### src/rtl/regfile_mp.sv
// rtl/regfile_mp.sv - parametrised NRD-read / 1-write register file with clear sequencer
module regfile_mp #(
    parameter int DW      = 32,
    parameter int AW      = 5,
    parameter int NRD     = 2,
    parameter int ZERO_R0 = 1,
    parameter int BYPASS  = 1
) (
    input  logic              clk,
    input  logic              rst,
    input  logic [NRD*AW-1:0] ra,
    input  logic [NRD-1:0]    re,
    output logic [NRD*DW-1:0] rd,
    input  logic [AW-1:0]     wa,
    input  logic [DW-1:0]     wd,
    input  logic              we,
    input  logic              clr_req,
    output logic              clr_busy,
    output logic              clr_done,
    output logic              wr_drop
);

    localparam int DEPTH = 1 << AW;

    typedef enum logic [1:0] {IDLE, SWEEP, DONE} state_t;

    state_t        state;
    logic [AW-1:0] idx;
    logic [DW-1:0] mem [DEPTH];
    logic          wr_en;

    // Writes land only in IDLE; entry 0 is read-only when hardwired to zero.
    assign wr_en = we && (state == IDLE) && !((ZERO_R0 != 0) && (wa == '0));

    always_ff @(posedge clk or posedge rst) begin
        if (rst) begin
            state    <= IDLE;
            idx      <= '0;
            clr_busy <= 1'b0;
            clr_done <= 1'b0;
            wr_drop  <= 1'b0;
        end else begin
            clr_done <= 1'b0;
            wr_drop  <= we && (state == SWEEP);
            case (state)
                IDLE: begin
                    if (clr_req) begin
                        state    <= SWEEP;
                        idx      <= '0;
                        clr_busy <= 1'b1;
                    end
                end
                SWEEP: begin
                    // Stop on the last entry rather than letting idx wrap back to 0.
                    if (idx == {AW{1'b1}}) begin
                        state    <= DONE;
                        clr_busy <= 1'b0;
                        clr_done <= 1'b1;
                    end else begin
                        idx <= idx + 1'b1;
                    end
                end
                DONE: begin
                    state <= IDLE;
                end
                default: begin
                    state    <= IDLE;
                    clr_busy <= 1'b0;
                end
            endcase
        end
    end

    always_ff @(posedge clk or posedge rst) begin
        if (rst) begin
            for (int i = 0; i < DEPTH; i++) begin
                mem[i] <= '0;
            end
        end else if (state == SWEEP) begin
            mem[idx] <= '0;
        end else if (wr_en) begin
            mem[wa] <= wd;
        end
    end

    always_ff @(posedge clk or posedge rst) begin
        if (rst) begin
            rd <= '0;
        end else begin
            for (int p = 0; p < NRD; p++) begin
                if (re[p]) begin
                    if ((ZERO_R0 != 0) && (ra[p*AW +: AW] == '0)) begin
                        rd[p*DW +: DW] <= '0;
                    end else if (state == SWEEP) begin
                        rd[p*DW +: DW] <= '0;
                    end else if ((BYPASS != 0) && we && (state == IDLE) && (wa == ra[p*AW +: AW])) begin
                        rd[p*DW +: DW] <= wd;
                    end else begin
                        rd[p*DW +: DW] <= mem[ra[p*AW +: AW]];
                    end
                end
            end
        end
    end

endmodule

### config.mk
export PLATFORM = sky130hd
export DESIGN_NAME = regfile_mp
export DESIGN_NICKNAME = d
export VERILOG_FILES = /design/src/rtl/regfile_mp.sv
export SDC_FILE = /design/constraint.sdc
export NUM_CORES = 2
export LEC_CHECK = 0
export ABC_AREA = 1
export CORE_AREA = 2 2 375 340
export DETAILED_ROUTE_END_ITERATION = 6
export DIE_AREA = 0 0 377 342
export MAX_ROUTING_LAYER = met4
export PLACE_DENSITY = 0.65
export SLEW_MARGIN = 20
export SYNTH_ARGS = -nofsm -noshare
export SYNTH_HDL_FRONTEND = slang
export SYNTH_SLANG_ARGS = --single-unit
### constraint.sdc
create_clock -name clk -period 85.8 [get_ports clk]
set_input_delay 17.16 -clock clk [delete_from_list [all_inputs] [get_ports clk]]
set_output_delay 17.16 -clock clk [all_outputs]
set_load 0.1 [all_outputs]
==> results.json <==
{
  "status": "complete, but fails checks",
  "violations": "DRC",
  "rsz0062_at_grt": "false",
  "worstReg2RegStart": "state[1]$_DFFE_PP0P_",
  "synth_top_family_by_area": "simple AND/OR/NAND/NOR gates",
  "synth-seq-area-share_pct": 44.26,
  "die_area_sq_mm": 0.1289,
  "die_width_microns": 377,
  "root_buffer": "clkbuf_16",
  "grtUsageMet3_pct": 14.34,
  "arrival_ps": 21860,
  "grt_pass1_vias": 62180,
  "grt-ovfl-total": 0,
  "rows": 124,
  "start_util_pct": 49.40,
  "synth_flop_cell": "dfrtp_1",
  "setup_viol": 0,
  "start_kind": "primary input",
  "hold_path.class": "flop to flop",
  "synth-simple-area-share_pct": 32.90,
  "fmax_mhz": 47.34,
  "crit_start": "rst",
  "drt_iter0_drc": 10390,
  "tightest_slew_ps": 1228,
  "crit_type": "primary input to async pin",
  "die_y_microns": 342,
  "max-slew-margin-rel_pct": 18.13,
  "clkLatencyLatePin_ps": 760,
  "synth_edf_count": 0,
  "synthMuxAreaShare_pct": 0,
  "final_core_util_pct": 53.82,
  "synth_commonest_cells": "3242 x nand2_1, 1424 x nand3_1, 1098 x dfrtp_1",
  "p_leak_nw": 36.50,
  "synth_area_sq_mm": 0.06208,
  "antenna_found_initial": 8,
  "synth.most_common_cell": "nand2_1",
  "setup_tns_ps": 0,
  "drt_wl_total_microns": 273800,
  "synth_area_leaders": "dfrtp_1 44%, nand2_1 20%, nand3_1 11%, o22ai_1 10%, inv_1 6.5%",
  "cts_resized": 0,
  "io_pins": 120,
  "hold_path_end": "rd[54]$_DFFE_PP0P_",
  "area_growth_pct": 8.952,
  "grtUsageMet1_pct": 56.81,
  "maxSlewViolCount": 0,
  "met2_usage_pct": 58.25,
  "grt_max_degree": 177,
  "ff2ff_path_depth": 7,
  "synthDistinctLibCells": 32,
  "fillers": 12230,
  "ys_warn_count": 0,
  "dp_hpwl_microns": 144300,
  "ys_seq_elements": 1098,
  "route.detailed.drc": 10,
  "cts.sinks": 1098,
  "dr_total_vias": 65710,
  "worst-endpoint-required_ps": 86540,
  "track_usage_pct": 43.05,
  "cap_viol_max_count": 0,
  "min_from": "rd[54]$_DFFE_PP0P_",
  "worstSetupEndpointType": "async pin",
  "cellPowerDensity_mw_per_mm2": 24.19,
  "finalCriticalPeriod_ps": 21120,
  "postCtsSetupRepairBufs": 0,
  "synthXorXnorAreaFrac_pct": 0.08465,
  "hold_depth": 2,
  "cts_tree": "built",
  "final-hold-violation-count": 0,
  "ctsLongestPathBuffers": 3,
  "r2r_end": "mem[980]$_DFFE_PP0P_",
  "port_buffers": 119,
  "fin_skew_ps": 22.56,
  "synth_async_sr_flop_share_pct": 100.0,
  "fin_crit_sh_pct": 24.62,
  "drive_above_1_share_pct": 5.042,
  "wl_per_cell_microns": 26.45,
  "syn_nets": 9029,
  "htreeDepth": 3,
  "grt_pass1_wl_microns": 403700,
  "synth.avg_cell_area_sq_um": 6.920,
  "ff2ff_setup_slack_ps": 81430,
  "yosys.area.top_type": "dfrtp_1",
  "path_max_fanout": 146,
  "report.power.total_w": 0.001636,
  "numCtsBuffers": 121,
  "ant_nets": 0,
  "synth_compound_area_share_pct": 10.98,
  "layout.nets": 8668,
  "yosysTopAreaCellShare_pct": 44.26,
  "coreArea_sq_mm": 0.1257,
  "place.gp.congestion": 0.9514,
  "ir_worst_vdd_v": 0.00002138,
  "path_clk_slew_ps": 60,
  "drtPass1Iterations": 7,
  "viasPerCell": 6.346,
  "synthAdderAreaFrac_pct": 0.1008,
  "cts_hold_buf": 0,
  "grt_busiest_layer": "met2",
  "syn_inst": 8971
}
-- logic make-up (layout without fill, tap and decap cells) --
kind of cell / after synthesis / in the layout
xor gates and xnor gates: 6 / 6
AOI/OAI and AO/OA: 1087 / 1087
buffers and inverters: 1850 / 1586
adders and majority gates: 5 / 5
and+or+nand+nor: 4925 / 4925
DFF: 1098 / 1098
other: 0 / 9
-- final cells by class --
type	count	area (sq um)	share of cell area, %
Multi-Input combinational cell	6023	27590	40.79
Sequential cell	1098	27480	40.62
Inverter	1094	4156	6.145
Clock buffer	178	3535	5.226
Timing Repair Buffer	272	2392	3.537
Tap cell	1638	2049	3.030
Clock inverter	42	415.4	0.6141
Antenna cell	9	22.52	0.03330
-- layout by cell type, fill, tap and decap left out, drive strengths merged, types with 2 or more instances in the layout --
cell,netlist,final
nand2,3260,3260
nand3,1426,1426
dfrtp,1098,1098
inv,1092,1090
o22ai,990,990
nor2,215,215
clkbuf,449,178
buf,307,163
clkdlybuf4s50,0,109
o211ai,53,53
clkinv,2,34
o21ai,25,25
a21oi,18,18
nor3,11,11
diode,0,9
nand3b,7,7
bufinv,0,7
ha,5,5
clkinvlp,0,5
nand4,5,5
xor2,4,4
xnor2,2,2
-- registers in the layout, summed over array words and instances, names as in the netlist --
signal / count
wr_drop: 1
rd: 64
clr_done: 1
clr_busy: 1
state: 2
idx: 5
mem: 1024
-- power breakdown --
| part | leakage [nW] | switching (W) | internal (W) |
|---|---|---|---|
| combinational | 19.4 | 0.000345 | 0.000127 |
| clock | 1.95 | 0.000228 | 0.000304 |
| sequential | 15.2 | 0.0000280 | 0.000604 |
| total | 36.5 | 0.000601 | 0.00103 |
-- worst max-delay path by stage --
| stage | to | slack (ps) | depth (start not counted) |
|---|---|---|---|
| 2_1_floorplan | clr_busy$_DFFE_PP0P_ | 37730 | 1 |
| 3_3_place_gp | mem[118]$_DFFE_PP0P_ | 63800 | 6 |
| 3_5_place_dp | mem[118]$_DFFE_PP0P_ | 63750 | 6 |
| 4_1_cts | mem[856]$_DFFE_PP0P_ | 64550 | 6 |
| 5_1_grt | mem[408]$_DFFE_PP0P_ | 64030 | 6 |
| 6_report | mem[501]$_DFFE_PP0P_ | 64680 | 6 |
-- critical path: stages --
cell and delay [ps]:
clkdlybuf4s50_1 490, inv_8 570, buf_12 670, buf_4 910, buf_4 820, buf_4 860
-- through the flow --
step / hold slack, ps / area (sq um) / std cells / setup WS (ps)
6_report: 476.4 / 67640 / 10350 / 64680
4_1_cts: 481.9 / 67610 / 10350 / 64550
2_1_floorplan: 471.3 / 62080 / 8971 / 37730
5_1_grt: 494.9 / 67630 / 10350 / 64030
3_5_place_dp: 464.3 / 63660 / 10130 / 63750
3_3_place_gp: 462.1 / 63660 / 10130 / 63800
-- routing by layer --
metal / vias to the layer above / routed length (microns)
met5: - / 0
met4: 0 / 17530
met3: 1149 / 43010
met2: 5285 / 109300
met1: 31050 / 104000
li1: 28230 / -
(Power assumes the default switching activity.)
